==> config.mk <==
export PLATFORM = sky130hd
export DESIGN_NAME = lfsr_edge_det
export DESIGN_NICKNAME = d
export VERILOG_FILES = /design/src/rtl/lfsr_edge_det.sv
export SDC_FILE = /design/constraint.sdc
export NUM_CORES = 1
export LEC_CHECK = 0
export ABC_CLOCK_PERIOD_IN_PS = 1450
export CORE_MARGIN = 1.5
export CORE_UTILIZATION = 32
export DETAILED_ROUTE_END_ITERATION = 10
export SETUP_SLACK_MARGIN = 0.15
export SYNTH_ARGS = -nofsm -noshare
export SYNTH_HDL_FRONTEND = slang
export SYNTH_SLANG_ARGS = --single-unit
==> constraint.sdc <==
create_clock -name clk -period 1.45 [get_ports clk]
set_clock_uncertainty 0.2 [all_clocks]
set_input_delay 0.29 -clock clk [delete_from_list [all_inputs] [get_ports clk]]
set_output_delay 0.29 -clock clk [all_outputs]
set_load 0.1 [all_outputs]
==> src/rtl/lfsr_edge_det.sv <==
// lfsr_edge_det
//   A maximal-length Fibonacci XNOR LFSR paired with an independent
//   single-bit edge detector. Both halves use the same clock and reset.
//   Each half has its own enable.
//
// Parameters:
//   WID   LFSR width. Only 8, 16, 22 and 32 are accepted; any other value
//         stops elaboration with an error.
//   INIT  Seed loaded on reset and on reseed. Must not be all-ones,
//         because all-ones is the lock-up state of an XNOR LFSR.
//
// Ports:
//   clk    in   1    clock; all state changes on its rising edge
//   rst    in   1    synchronous reset, active-low
//   ce     in   1    LFSR advance enable
//   cyc    in   1    LFSR reseed request (reloads INIT, overrides ce)
//   o      out  WID  LFSR state (direct register output)
//   ei_ce  in   1    edge-detector sample enable
//   i      in   1    edge-detector input
//   pe     out  1    positive edge of i
//   ne     out  1    negative edge of i
//   ee     out  1    either edge of i
//
// Build option:
//   EDGE_DET_REGOUT_EN  When defined, pe/ne/ee are registered. This adds
//                       one cycle of latency, and the registered outputs
//                       reset to 0. The LFSR is the same in both builds.

module lfsr_edge_det #(
    parameter int             WID  = 22,
    parameter logic [WID-1:0] INIT = 22'h0ACE3
) (
    input  logic           clk,
    input  logic           rst,
    input  logic           ce,
    input  logic           cyc,
    output logic [WID-1:0] o,
    input  logic           ei_ce,
    input  logic           i,
    output logic           pe,
    output logic           ne,
    output logic           ee
);

    // ------------------------------------------------------------------
    // Parameter guards
    // ------------------------------------------------------------------
    if (WID != 8 && WID != 16 && WID != 22 && WID != 32) begin : g_bad_wid
        $error("lfsr_edge_det: unsupported WID %0d", WID);
    end

    if (INIT == {WID{1'b1}}) begin : g_bad_init
        $error("lfsr_edge_det: INIT must not be all-ones");
    end

    // ------------------------------------------------------------------
    // LFSR feedback
    // Taps are 1-based in the usual tables, so tap n is o[n-1]. XNOR
    // feedback makes all-zeros a legal state and all-ones the stuck state.
    // ------------------------------------------------------------------
    logic fb;
    logic all_ones;

    if (WID == 8) begin : g_fb8
        assign fb = ~(o[7] ^ o[5] ^ o[4] ^ o[3]);
    end else if (WID == 16) begin : g_fb16
        assign fb = ~(o[15] ^ o[14] ^ o[12] ^ o[3]);
    end else if (WID == 22) begin : g_fb22
        assign fb = ~(o[21] ^ o[20]);
    end else begin : g_fb32
        assign fb = ~(o[31] ^ o[21] ^ o[1] ^ o[0]);
    end

    assign all_ones = &o;

    // ------------------------------------------------------------------
    // LFSR register
    // Priority order is reset, then reseed, then advance. On an advance
    // out of the all-ones state, the register reloads the seed so that it
    // can never get stuck.
    // ------------------------------------------------------------------
    always_ff @(posedge clk) begin
        if (!rst) begin
            o <= INIT;
        end else if (cyc) begin
            o <= INIT;
        end else if (ce) begin
            if (all_ones) begin
                o <= INIT;
            end else begin
                o <= {o[WID-2:0], fb};
            end
        end
    end

    // ------------------------------------------------------------------
    // Edge detector history
    // q holds the last sampled i. While ei_ce is low, q keeps its value,
    // so the edge outputs compare the live i against that stale sample.
    // ------------------------------------------------------------------
    logic q;

    always_ff @(posedge clk) begin
        if (!rst) begin
            q <= 1'b0;
        end else if (ei_ce) begin
            q <= i;
        end
    end

    logic pe_c;
    logic ne_c;
    logic ee_c;

    assign pe_c = i & ~q;
    assign ne_c = ~i & q;
    assign ee_c = i ^ q;

`ifdef EDGE_DET_REGOUT_EN
    // Registered outputs: each pulse appears one cycle after the edge.
    always_ff @(posedge clk) begin
        if (!rst) begin
            pe <= 1'b0;
            ne <= 1'b0;
            ee <= 1'b0;
        end else begin
            pe <= pe_c;
            ne <= ne_c;
            ee <= ee_c;
        end
    end
`else
    // Zero-latency outputs. These also stay live during reset.
    assign pe = pe_c;
    assign ne = ne_c;
    assign ee = ee_c;
`endif

endmodule

==> impl_metrics.tcl <==
set metrics [dict create \
    yosysTopAreaCell "dfxtp_1" \
    drc_errors 0 \
    cts_max_level 1 \
    clk_latency_ps 270 \
    via_per_inst 5.294 \
    power.leakage_nw 0.9957 \
    hold_viol 0 \
    layout_setup_ws_ps -190.1 \
    drt_iter0_markers 27 \
    layout-drive-gt1-share_pct 51.96 \
    io_pins 31 \
    row_count 22 \
    multiInputGateArea_um2 701.9 \
    synth_fp_nets 144 \
    grt_use_total_pct 20.51 \
    num-fill-cells 277 \
    dp_hpwl_um 2023 \
    powerDensity_nw_per_um2 697.2 \
    netlist_top_cells_area "dfxtp_1 (39%), o211ai_1 (16%), nand3b_1 (8.2%)" \
    core_area_um2 3633 \
    crit_fanout 3 \
    tns_ps -727.6 \
    route.met2.wl_um 2020 \
    arrival_ps 1150 \
    synth.avg_cell_area_um2 8.851 \
    critPathRequiredTime_ps 960 \
    regArea_um2 544.3 \
    synth-seq-area-share_pct 38.53 \
    dr_wl_met3_um 165 \
    synth-seq-cells 23 \
    start_kind "flop" \
    die_area_um2 4109 \
    root_buffer "clkbuf_8" \
    grt_pass1_wl_um 6513 \
    path_clk_slew_ps 90 \
    maxCapViolCount 0 \
    syn2layout_area_growth_pct 105.2 \
    gp_congestion 0.7201 \
    slew_violations 0 \
    die_x_um 64.11 \
    cts_tree "yes" \
    slew_headroom_pct 70.55 \
    grt_start_max_net_pins 23 \
    fin_nets 214 \
    yosysUniqueCellTypes 19 \
    ys_warn_count 0 \
    start_util_pct 32.89 \
    violations "setup timing" \
    cts_buffers 3 \
    diodes 0 \
    clock-sinks 23 \
    synth.cell_area_um2 1195 \
    grt_overflow 0 \
    dr.pass1.iters 4 \
    routed-via-count 1334 \
    tightest_slew_ps 440.7 \
    rsz0062_at_grt "yes" \
    path_class "reg -> out" \
    ant_nets 0 \
    top_layer_used "met4" \
    setup_viol 16 \
    yosys.area.top_type_share_pct 38.53 \
    netlist_instances 135 \
    drt-met1-wl_um 1595 \
    dp_cells 223 \
    routedWlPerCell_um 15.37 \
    die_h_um 64.11 \
    fin_cells 252 \
    antenna_found_initial 0 \
    grt_pass1_vias 1399 \
    clock.fmax_mhz 609.7 \
    portBuffers 30 \
    outcome "complete, but fails checks" \
    period_needed_ps 1640 \
    wl_um 3873 \
    hold_path.class "in -> reg" \
    clk_path_buf_depth 2 \
    peakVddDrop_mv 0.5336 \
    cp-end-kind "output pin" \
    holdBufCountCts 0 \
    fin_crit_sh_pct 113.1 \
]
## synthesized netlist by cell type
master / count
o211ai_1: 25
dfxtp_1: 23
nand2_1: 23
nand3b_1: 13
and2_1: 12
mux2i_1: 9
clkbuf_1: 5
inv_1: 4
nand4_1: 4
buf_2: 3
ha_1: 3
clkbuf_2: 2
nand3_1: 2
nor2b_1: 2
buf_4: 1
buf_6: 1
nor4_4: 1
o2111ai_1: 1
o21ai_0: 1
## critical path, cell delays in order (launching register included)
cell	delay [ps]
dfxtp_2	350
ha_4	270
clkinvlp_4	80
buf_12	170
## final timing paths
check,from,end,slack (ps),cells after the start
setup reg to reg,o[3]$_SDFFE_PP0P_,o[8]$_SDFFE_PP0P_,-70,4
hold / removal,rst,q$_SDFFE_PN0P_,200,2
hold reg to reg,o[10]$_SDFFE_PP1P_,o[10]$_SDFFE_PP1P_,320,2
setup / recovery,q$_SDFFE_PN0P_,ee,-190,3
## report_power, final
part / internal [mW] / switching, mW
logic: 0.279 / 0.352
clock network: 0.193 / 0.224
registers: 0.634 / 0.0288
## sequential cells by signal, summed over array words and instances, names as in the netlist
name and count:
q 1, o 22
## stage by stage
stage               total power, mW  setup slack, ps  utilization [%]  hold WS (ps)  instance area (µm²)
global route                  1.773           -232.1            67.49         216.3                 2452
finish                        1.710           -190.1            67.49         197.5                 2452
floorplan                     1.006           -220.8                -         218.0                 1311
global placement              1.203           -379.8            56.37         295.9                 2048
detailed placement            1.210           -413.3            56.37         304.9                 2048
CTS                           1.699           -195.0            66.36         200.0                 2411
## per-layer routing
metal	GRT usage, %	vias up
met4	8.511	0
li1	-	632
met2	36.59	40
met1	24.78	652
met3	2.465	10
met5	0	-
## cell families after synthesis
family                     after synthesis  synth area share (%)
adders and majority gates                3                 3.142
DFF                                     23                 38.53
buffers and inverters                   16                 6.492
muxes                                    9                 7.540
and+or+nand+nor                         57                 27.43
AOI/OAI and AO/OA                       27                 16.86
## layout make-up
cell class / instances / share of cell area [%]
timing repair buffer: 77 / 44.08
sequential: 23 / 22.19
inverter: 4 / 0.7653
tap: 48 / 2.449
clock inverter: 1 / 0.2041
multi-input combinational: 96 / 28.62
clock buffer: 3 / 1.684
## what timing repair did
action	in CTS	in global routing
gates resized for setup	24	3
cloned	4	0
setup endpoints to repair	44	38
pin swaps	12	1
setup buffers	17	4
endpoints found under the hold margin	0	0
## cell usage in the layout, fill, tap and decap left out
cell type / n
nand2_1: 23
buf_12: 27
inv_1: 2
dfxtp_2: 1
nand3_1: 2
clkdlybuf4s50_1: 1
nor2b_1: 1
mux2i_1: 9
bufbuf_16: 2
clkinvlp_4: 1
buf_6: 18
o211ai_1: 25
nand4_1: 4
and2_1: 12
o21ai_0: 1
buf_4: 23
clkinv_2: 1
nor4_4: 1
dlygate4sd2_1: 4
dfxtp_4: 22
nand3b_1: 13
inv_2: 1
o2111ai_1: 1
ha_4: 3
clkbuf_8: 3
nor2b_4: 1
buf_16: 2
(Power assumes the default switching activity.)
